<file path="src/rtl/imem_boot_loader.sv">
// imem_boot_loader
// Streams a program into the instruction memory over a valid/ready word
// interface and holds the core in reset until BOOT_DELAY cycles after the
// last accepted word.
// Optional feature macro: IMEM_BOOT_LOADER_CHECKSUM_EN -- adds a CHECK state
// that takes one trailing checksum word. The core is only released when the
// program words plus the checksum sum to zero.
module imem_boot_loader #(
    parameter int DATA_WIDTH = 32,
    parameter int ADDR_WIDTH = 5,
    parameter int RAM_DEPTH  = 1 << ADDR_WIDTH,
    parameter int BOOT_DELAY = 4
) (
    input  logic                  clk,
    input  logic                  resetn,
    input  logic                  start,
    input  logic [ADDR_WIDTH:0]   load_len,
    input  logic [DATA_WIDTH-1:0] in_data,
    input  logic                  in_valid,
    output logic                  in_ready,
    output logic [DATA_WIDTH-1:0] imem_wdata,
    output logic                  imem_web,
    output logic [ADDR_WIDTH-1:0] imem_addr_input,
    output logic                  core_resetn,
    output logic                  busy,
    output logic                  done,
    output logic                  error
);

    localparam int                  CNT_W      = (BOOT_DELAY > 1) ? $clog2(BOOT_DELAY) : 1;
    localparam logic [CNT_W-1:0]    DELAY_INIT = CNT_W'(BOOT_DELAY - 1);
    localparam logic [ADDR_WIDTH:0] DEPTH_LEN  = (ADDR_WIDTH + 1)'(RAM_DEPTH);
    localparam logic [ADDR_WIDTH:0] LEN_ONE    = (ADDR_WIDTH + 1)'(1);

    typedef enum logic [2:0] {
        IDLE,
        LOAD,
`ifdef IMEM_BOOT_LOADER_CHECKSUM_EN
        CHECK,
`endif
        DELAY,
        RUN,
        ERR
    } state_t;

    state_t                state;
    logic [ADDR_WIDTH-1:0] addr;
    logic [ADDR_WIDTH:0]   remaining;
    logic [CNT_W-1:0]      delay_cnt;
    logic                  accept;
    logic                  len_ok;
`ifdef IMEM_BOOT_LOADER_CHECKSUM_EN
    logic [DATA_WIDTH-1:0] sum;
`endif

    // Ready is purely a function of state so the source can see it before the edge
    always_comb begin
        in_ready = (state == LOAD);
`ifdef IMEM_BOOT_LOADER_CHECKSUM_EN
        if (state == CHECK) begin
            in_ready = 1'b1;
        end
`endif
    end

    assign accept = in_valid && in_ready;
    assign len_ok = (load_len != '0) && (load_len <= DEPTH_LEN);

    // Load sequencer: state, counters and all registered outputs
    always_ff @(posedge clk or negedge resetn) begin
        if (!resetn) begin
            state           <= IDLE;
            imem_web        <= 1'b1;
            imem_wdata      <= '0;
            imem_addr_input <= '0;
            core_resetn     <= 1'b0;
            busy            <= 1'b0;
            done            <= 1'b0;
            error           <= 1'b0;
            addr            <= '0;
            remaining       <= '0;
            delay_cnt       <= '0;
`ifdef IMEM_BOOT_LOADER_CHECKSUM_EN
            sum             <= '0;
`endif
        end else begin
            // Write strobe is a single-cycle pulse; data/address hold otherwise
            imem_web <= 1'b1;
            case (state)
                IDLE, RUN, ERR: begin
                    if (start) begin
                        core_resetn <= 1'b0;
                        done        <= 1'b0;
                        if (len_ok) begin
                            state     <= LOAD;
                            addr      <= '0;
                            remaining <= load_len;
                            error     <= 1'b0;
                            busy      <= 1'b1;
`ifdef IMEM_BOOT_LOADER_CHECKSUM_EN
                            sum       <= '0;
`endif
                        end else begin
                            state <= ERR;
                            error <= 1'b1;
                            busy  <= 1'b0;
                        end
                    end
                end
                LOAD: begin
                    if (accept) begin
                        imem_web        <= 1'b0;
                        imem_wdata      <= in_data;
                        imem_addr_input <= addr;
                        addr            <= addr + 1'b1;
                        remaining       <= remaining - 1'b1;
`ifdef IMEM_BOOT_LOADER_CHECKSUM_EN
                        sum             <= sum + in_data;
                        if (remaining == LEN_ONE) begin
                            state <= CHECK;
                        end
`else
                        if (remaining == LEN_ONE) begin
                            state     <= DELAY;
                            delay_cnt <= DELAY_INIT;
                        end
`endif
                    end
                end
`ifdef IMEM_BOOT_LOADER_CHECKSUM_EN
                CHECK: begin
                    if (accept) begin
                        if ((sum + in_data) == '0) begin
                            state     <= DELAY;
                            delay_cnt <= DELAY_INIT;
                        end else begin
                            state <= ERR;
                            error <= 1'b1;
                            busy  <= 1'b0;
                        end
                    end
                end
`endif
                DELAY: begin
                    if (delay_cnt == '0) begin
                        state       <= RUN;
                        core_resetn <= 1'b1;
                        done        <= 1'b1;
                        busy        <= 1'b0;
                    end else begin
                        delay_cnt <= delay_cnt - 1'b1;
                    end
                end
                default: begin
                    state <= IDLE;
                end
            endcase
        end
    end

endmodule

</file>
<file path="config.mk">
export PLATFORM = sky130hd
export DESIGN_NAME = imem_boot_loader
export DESIGN_NICKNAME = d
export VERILOG_FILES = /design/src/rtl/imem_boot_loader.sv
export SDC_FILE = /design/constraint.sdc
export NUM_CORES = 1
export LEC_CHECK = 0
export CAP_MARGIN = 20
export CORE_ASPECT_RATIO = 1.25
export CORE_MARGIN = 2
export CORE_UTILIZATION = 61
export DETAILED_ROUTE_END_ITERATION = 7
export DONT_BUFFER_PORTS = 1
export PLACE_DENSITY = 0.77
export SLEW_MARGIN = 20
export SYNTH_ARGS = -nofsm -noshare
export SYNTH_HDL_FRONTEND = slang
export SYNTH_SLANG_ARGS = --single-unit
</file>
<file path="constraint.sdc">
create_clock -name clk -period 2.2 [get_ports clk]
set_input_delay 0.33 -clock clk [delete_from_list [all_inputs] [get_ports clk]]
set_output_delay 0.33 -clock clk [all_outputs]
set_load 0.01 [all_outputs]
</file>
==> impl_metrics.toml, run 1 <==
[status]
status = "completed"

[placement]
hpwl_um = 3628
io_buffers = 0
placed_area_mm2 = 0.002611
place_congestion = 0.8709
dp_cells = 328
pre_cts_slack_ps = 368.2

[setup_path]
rr_worst_depth = 5
required_ps = 1870
endpoint = "in_ready"
r2r-end = "remaining[5]"
reg2reg_slack_ps = 370
crit_chain = "or3b_2, clkinv_1"
critical_path.startpoint = "state[0]"
critPathMaxStageDelay_ps = 610
critical_path_arrival_ps = 1680
crit_fanout = 12
setup.worst_path.end_class = "primary output"
r2r_start = "state[0]"
worstSetupPathType = "reg -> out"
start_kind = "flip-flop"
slowest_stage = "or3b_2"

[routing]
viasPerCell = 5.512
dr.pass1.iters = 6
wire_per_inst_um = 15.45
drc_errors = 0
wl_um = 5344
antenna_left = 0
vias = 1907
drt-initial-drc-count = 144

[pwr]
p_int_mw = 2.594
switching_share_pct = 39.53
p_comb_share_pct = 28.1
leakagePower_nw = 1.422
ir_worst_vdd_v = 0.0007843
p_clk_share_pct = 23.0
power.density_mw_per_mm2 = 1503
power_mw = 4.290
power_switching_mw = 1.696
pwr-share-seq_pct = 48.8

[floorplan]
die-area_mm2 = 0.004789
core_mm2 = 0.004099
die_w_um = 62.30
start_util_pct = 63.22
ios = 85
fp-row-count = 26
fp.dieH_um = 76.87

[hold_path]
hp-class = "in -> reg"

[global_route]
grt_max_degree = 58
overflow = 0
grt_pass1_wl_um = 8935
grt_pass1_vias = 1985
grt_usage_pct = 23.93
antenna_found_initial = 0

[clocking]
cts_sinks = 57
insertion_delay_ps = 330
cts-htree-levels = 3
cts_tree = "built"
path_clk_slew_ps = 60
cts_setup_buffers = 0
ctsLongestPathBuffers = 2
cts_inserted_buffers = 9
root_buffer = "clkbuf_8"

[logic_synthesis]
async_reset_ff_share_pct = 100.0
synth_edf_count = 0
yosys.area_share.simple_pct = 25.83
synth_compound_area_share_pct = 12.36
synthCells = 283
yosysUniqueCellTypes = 51
ys_ff_latch = 57
synth_fp_nets = 329
seq_area_frac_synth_pct = 55.09
synthDominantCellAreaShare_pct = 54.08
netlist_top_cells_area = "dfrtp_1 54%, nand2_1 18%, ha_1 1.9%, a21oi_1 1.5%, nor2_1 1.4%"
synth.area.mux_share_pct = 0.9657
yosysWarnings = 0
synth_top_flop_cell = "dfrtp_1"
syn_area_mm2 = 0.002591
synth_common_cells = "125 x nand2_1, 56 x dfrtp_1, 10 x nor2_1"
synth_top_family_by_area = "simple AND/OR/NAND/NOR gates"
synth_xor_area_share_pct = 0
synthAdderAreaFrac_pct = 1.931
yosysMostFrequentCell = "nand2_1"
synth_top_area_cell = "dfrtp_1"
avgSynthCellArea_um2 = 9.156

[timing]
finalCritPeriodShare_pct = 91.48
fin_crit_ps = 2013
setup_ws_ps = 187.4
final-setup-viol-count = 0
hold_violations = 0
holdWs_ps = 81.59
slew_viol_final = 0
fin_skew_ps = 7.152
setup_tns_ps = 0
worst_pin_slew_ps = 457.5
slew_headroom_pct = 69.36
rsz0062_at_grt = "false"
fmax_mhz = 496.9

[final_layout]
fin_cells = 346
antenna_cells = 0
fillers = 327
post-route-util_pct = 69.63
syn2layout_area_growth_pct = 10.14
drive_above_1_share_pct = 11.72
fin_area_mm2 = 0.002854
fin_nets = 331

[flow_run]
cap_viol_max_count = 0
## cell type report
type | instances | area [um2] | area share [%]
Clock buffer | 11 | 151.4 | 5.305
Clock inverter | 5 | 53.80 | 1.885
Inverter | 9 | 33.78 | 1.184
Multi-Input combinational cell | 204 | 1065 | 37.31
Sequential cell | 57 | 1428 | 50.02
Tap cell | 56 | 70.07 | 2.455
Timing Repair Buffer | 4 | 52.55 | 1.841
## power by group through the flow
stage | Clock (mW) | Combinational, mW | Sequential (mW)
after floorplan | 0 | 1.03 | 1.97
after global placement | 0 | 1.13 | 2.09
after detailed placement | 0 | 1.18 | 2.12
after CTS | 1.00 | 1.21 | 2.09
after global routing | 1.05 | 1.42 | 2.16
final | 0.988 | 1.21 | 2.09
## worst max-delay path: cells and delay by family, from the launching register on
family        cells  cell delay [ps]
buf+inv           1              240
flops             1              510
simple gates      1              610
## worst min-delay path by stage
| stage | startpoint | endpoint | slack, ps | cells after the start |
|---|---|---|---|---|
| final | start | state[2] | 80 | 1 |
| after global routing | start | state[2] | 90 | 1 |
| after CTS | start | state[2] | 80 | 1 |
| after detailed placement | resetn | imem_wdata[23] | 40 | 0 |
| after global placement | resetn | imem_wdata[23] | 40 | 0 |
| after floorplan | resetn | addr[0] | 30 | 0 |
## layout by cell type, fill, tap and decap left out, types with 3 or more instances in the layout
cell      count
o221ai_1      3
ha_1          4
a21oi_1       8
nand3_1       3
dfrtp_1      56
a31oi_1       4
o21ai_0       4
inv_1         7
nor2b_1       3
clkinv_2      3
nand2_1     125
nor3_1        4
clkbuf_8     11
nor2_1       10
## kinds of logic (layout without fill, tap and decap cells)
kind of cell,count (synthesis),after routing
simple gates,159,159
flops,57,57
compound gates,39,39
buf+inv,22,29
fa+ha+maj,4,4
mux,2,2
## state kept, by name, indices dropped and copies added, names as in the netlist
register and flops:
remaining 6, addr 5, delay_cnt 2, imem_addr_input 5
state 3, busy 1, error 1, imem_wdata 32
done 1, imem_web 1
## what timing repair did
| item | in CTS | in global routing |
|---|---|---|
| resized for setup | 0 | 0 |
| hold buffers | 2 | 0 |
| hold endpoints to repair | 57 | 0 |
## routing by layer
layer / track usage [%] / wire (um) / vias up
li1: - / - / 939
met1: 28.26 / 2182 / 881
met2: 39.89 / 2679 / 77
met5: 0 / 0 / -
met3: 7.625 / 392 / 10
met4: 11.11 / 89 / 0
Note: power is estimated with default switching activity, not from simulation.
==> run 2: changes to the inputs <==
==> constraint.sdc (replaced) <==
create_clock -name clk -period 2.5 [get_ports clk]
set_input_delay 0.375 -clock clk [delete_from_list [all_inputs] [get_ports clk]]
set_output_delay 0.375 -clock clk [all_outputs]
set_load 0.01 [all_outputs]
==> run 2 against run 1 <==
Combinational power decreased by 13%; sequential cell count stayed put; first-iteration DRC count rose by 10%; clock skew rose by 0.77 ps; power is 14% lower; core utilization is 0.52 points lower; clock-buffer cell count up 1; non-clock buffer count shrank 1; hold slack gained 38 ps; global-route usage decreased by 0.24 points; largest cell class unchanged; highest routed layer unchanged.
==> impl_metrics.toml, run 2 (synthesis gave the netlist of run 1 again) <==
[clocking]
cts_tree = "built"
insertion_delay_ps = 330
ctsLongestPathBuffers = 2
path_clk_slew_ps = 70
cts_inserted_buffers = 9
cts_sinks = 57
root_buffer = "clkbuf_8"
cts-htree-levels = 3

[routing]
wl_um = 5301
vias = 1961
antenna_left = 0
drt-initial-drc-count = 159
drc_errors = 0
viasPerCell = 5.684
wire_per_inst_um = 15.37
dr.pass1.iters = 4

[final_layout]
syn2layout_area_growth_pct = 9.319
largest_register_ffs = 32
top_register = "imem_wdata"
post-route-util_pct = 69.11
layout_common_cells = "125 x nand2_1, 56 x dfrtp_1, 12 x clkbuf_8"
fillers = 342
final_common_cell = "nand2_1"
antenna_cells = 0
fin_nets = 330
drive_above_1_share_pct = 11.42
top_regs = "imem_wdata: 32 flops, remaining: 6 flops"

[setup_path]
required_ps = 2120
crit_fanout = 12
rr_worst_depth = 5
critical_path_arrival_ps = 1670
worstSetupPathType = "reg -> out"
reg2reg_slack_ps = 490
r2r_start = "state[0]"
start_kind = "flip-flop"
setup.worst_path.end_class = "primary output"
r2r-end = "remaining[1]"

[floorplan]
start_util_pct = 63.22
core_mm2 = 0.004099
fp.dieH_um = 76.87
ios = 85
die_w_um = 62.30
die-area_mm2 = 0.004789
fp-row-count = 26

[pwr]
power_switching_mw = 1.486
p_clk_share_pct = 21.7
leakagePower_nw = 1.407
power.density_mw_per_mm2 = 1302
p_int_mw = 2.203
power_mw = 3.689
switching_share_pct = 40.28
ir_worst_vdd_v = 0.0008256
p_comb_share_pct = 28.4
pwr-share-seq_pct = 49.9

[timing]
setup_tns_ps = 0
fmax_mhz = 487.8
rsz0062_at_grt = "false"
slew_headroom_pct = 48.90
hold_violations = 0
finalCritPeriodShare_pct = 82.00
fin_skew_ps = 7.923
fin_crit_ps = 2050
slew_viol_final = 0
worst_pin_slew_ps = 765.3
final-setup-viol-count = 0

[global_route]
grt_pass1_wl_um = 8859
antenna_found_initial = 0
overflow = 0
grt_max_degree = 58
grt_usage_pct = 23.69
grt_pass1_vias = 1908

[hold_path]
hp-class = "in -> reg"
min_from = "start"
hold_depth = 1
hold_path_end = "state[2]"

[flow_run]
cap_viol_max_count = 0

[placement]
io_buffers = 0
place_congestion = 0.8221
hpwl_um = 3522

[status]
status = "completed"
-- run 2: cell type report --
class                           count  area (um2)  share of cell area [%]
Sequential cell                    57        1428                   50.40
Multi-Input combinational cell    204        1065                   37.59
Clock buffer                       12       165.2                   5.830
Tap cell                           56       70.07                   2.473
Timing Repair Buffer                3       45.04                   1.590
Inverter                            9       33.78                   1.193
Clock inverter                      4       26.28                  0.9276
-- run 2: power by group through the flow --
stage          logic, mW  registers, mW  clock network, mW
2_1_floorplan      0.903           1.74                  0
3_3_place_gp       0.989           1.85                  0
3_5_place_dp        1.02           1.86                  0
4_1_cts             1.06           1.84              0.816
5_1_grt             1.23           1.89              0.846
6_report            1.05           1.84              0.801
-- run 2: metal layers --
metal	GRT usage [%]	part of all wire (%)	vias to the layer above
li1	-	-	943
met1	29.40	41	939
met2	38.59	51	74
met3	7.918	7.3	5
met4	9.111	1.2	0
met5	0	0	-
-- run 2: repair_timing --
| item | in CTS | in global routing |
|---|---|---|
| hold buffers | 2 | 0 |
| endpoints found under the hold margin | 57 | 0 |
| gates resized for setup | 0 | 0 |
| buffers inserted | 0 | 0 |
-- run 2: worst max-delay path, cell delays in order (launching register included) --
cell and delay (ps):
dfrtp_1 500, or3b_2 610, clkinv_1 230
-- run 2: worst max path at each step --
stage / from / endpoint
2_1_floorplan: load_len[4] / remaining[1]
3_3_place_gp: state[0] / remaining[1]
3_5_place_dp: state[0] / remaining[1]
4_1_cts: state[0] / in_ready
5_1_grt: state[0] / remaining[1]
6_report: state[0] / in_ready
-- run 2: through the flow --
stage	area, um2	setup WS [ps]	hold slack (ps)	instances
after floorplan	2591	695.7	79.41	283
after global placement	2604	510.7	80.42	327
after detailed placement	2604	478.4	80.63	327
after CTS	2833	439.9	111.6	345
after global routing	2833	315.5	115.9	345
final	2833	450.1	119.8	345
==> run 3: changes to the inputs <==
==> constraint.sdc (replaced) <==
create_clock -name clk -period 2.1 [get_ports clk]
set_input_delay 0.315 -clock clk [delete_from_list [all_inputs] [get_ports clk]]
set_output_delay 0.315 -clock clk [all_outputs]
set_load 0.01 [all_outputs]
==> run 3 against run 2 <==
Core utilization increased by 0.12 points; clock-buffer cell count decreased by 1; die area unchanged; hold slack got worse by 45 ps; sequential power increased by 19%; routed wire length increased by 0.21%; critical path depth unchanged; power increased by 18%.
==> impl_metrics.toml, run 3 (synthesis gave the netlist of run 1 again) <==
[global_route]
overflow = 0
antenna_found_initial = 0
grt_max_degree = 58
grt_pass1_wl_um = 9066
grt_pass1_vias = 2055
grt_usage_pct = 24.55

[timing]
fin_crit_ps = 1995
setup_tns_ps = 0
slew_headroom_pct = 71.26
fmax_mhz = 501.2
slew_viol_final = 0
fin_skew_ps = 6.098
worst_pin_slew_ps = 427.8
hold_violations = 0
final-setup-viol-count = 0
holdWs_ps = 75.19
rsz0062_at_grt = "false"
finalCritPeriodShare_pct = 95.02

[routing]
viasPerCell = 5.599
antenna_left = 0
drt-initial-drc-count = 148
drc_errors = 0
dr.pass1.iters = 4
wire_per_inst_um = 15.31
vias = 1943
wl_um = 5312

[flow_run]
cap_viol_max_count = 0

[floorplan]
start_util_pct = 63.22
fp-row-count = 26
fp.dieH_um = 76.87
die_w_um = 62.30
die-area_mm2 = 0.004789
core_mm2 = 0.004099
ios = 85

[final_layout]
final_common_cell = "nand2_1"
fin_cells = 347
drive_above_1_share_pct = 12.03
fin_area_mm2 = 0.002838
syn2layout_area_growth_pct = 9.512
top_register = "imem_wdata"
top_regs = "imem_wdata: 32 flops, remaining: 6 flops"
fin_nets = 332
largest_register_ffs = 32
layout_common_cells = "125 x nand2_1, 56 x dfrtp_1, 11 x clkbuf_8"
antenna_cells = 0

[placement]
place_congestion = 0.8622
io_buffers = 0
dp_cells = 329
placed_area_mm2 = 0.002619
hpwl_um = 3549

[setup_path]
rr_worst_depth = 5
critPathMaxStageDelay_ps = 610
start_kind = "flip-flop"
endpoint = "in_ready"
critical_path_arrival_ps = 1680
crit_chain = "or3b_2, clkinv_1"
r2r-end = "remaining[5]"
reg2reg_slack_ps = 270
required_ps = 1780
worstSetupPathType = "reg -> out"
setup.worst_path.end_class = "primary output"
crit_fanout = 12
critical_path.startpoint = "state[0]"
r2r_start = "state[0]"
slowest_stage = "or3b_2"

[clocking]
cts-htree-levels = 3
path_clk_slew_ps = 60
insertion_delay_ps = 330
root_buffer = "clkbuf_8"
ctsResizeCount = 0
cts_setup_buffers = 0
ctsLongestPathBuffers = 2
cts_tree = "built"
cts_sinks = 57
cts.hold.buffers_added = 2
cts_inserted_buffers = 9

[pwr]
leakagePower_nw = 1.410
power.density_mw_per_mm2 = 1539
ir_worst_vdd_v = 0.0007760

[hold_path]
hp-class = "in -> reg"
min_from = "start"

[status]
status = "completed"
==> run 3: cell count changes in the layout (fill, tap and decap cells not counted), sizes merged <==
cell,previous run,this run
buf,2,4
clkbuf,12,11
clkinvlp,1,2
==> run 3: power breakdown <==
part,switching (mW),internal [mW]
clock network,0.429,0.485
logic,0.743,0.520
registers,0.593,1.60
total,1.77,2.60
==> run 3: through the flow <==
stage	util (%)	setup WS [ps]	power, mW
finish	69.23	104.6	4.366
global route	69.23	19.64	4.720
CTS	69.23	98.40	4.392
detailed placement	63.89	280.1	3.447
global placement	63.89	306.6	3.383
floorplan	-	355.7	3.142
==> run 3: worst min path at each step <==
stage	end	slack (ps)	cells after the start
after floorplan	addr[0]	20	0
after global placement	imem_wdata[23]	20	0
after detailed placement	imem_wdata[23]	20	0
after CTS	state[2]	70	1
after global routing	state[2]	60	1
final	state[2]	80	1
==> run 3: per-layer routing <==
metal | vias to the layer above | part of all wire, % | global-route usage, %
li1 | 943 | - | -
met5 | - | 0 | 0
met1 | 919 | 40 | 26.57
met3 | 10 | 7.7 | 10.26
met2 | 71 | 50 | 41.09
met4 | 0 | 2.0 | 12.67
==> run 3: layout make-up <==
class / count / area [um2]
well taps: 56 / 70.07
repair buffers: 5 / 60.06
multi-input cells: 204 / 1065
clock inverters: 5 / 30.03
flip-flops and latches: 57 / 1428
clock buffers: 11 / 151.4
fillers: 337 / 1261
inverters: 9 / 33.78
==> run 3: worst max-delay path, delay by kind of cell (launching register included) <==
kind | cells | cell delay, ps
and+or+nand+nor | 1 | 610
DFF | 1 | 500
buffers and inverters | 1 | 240
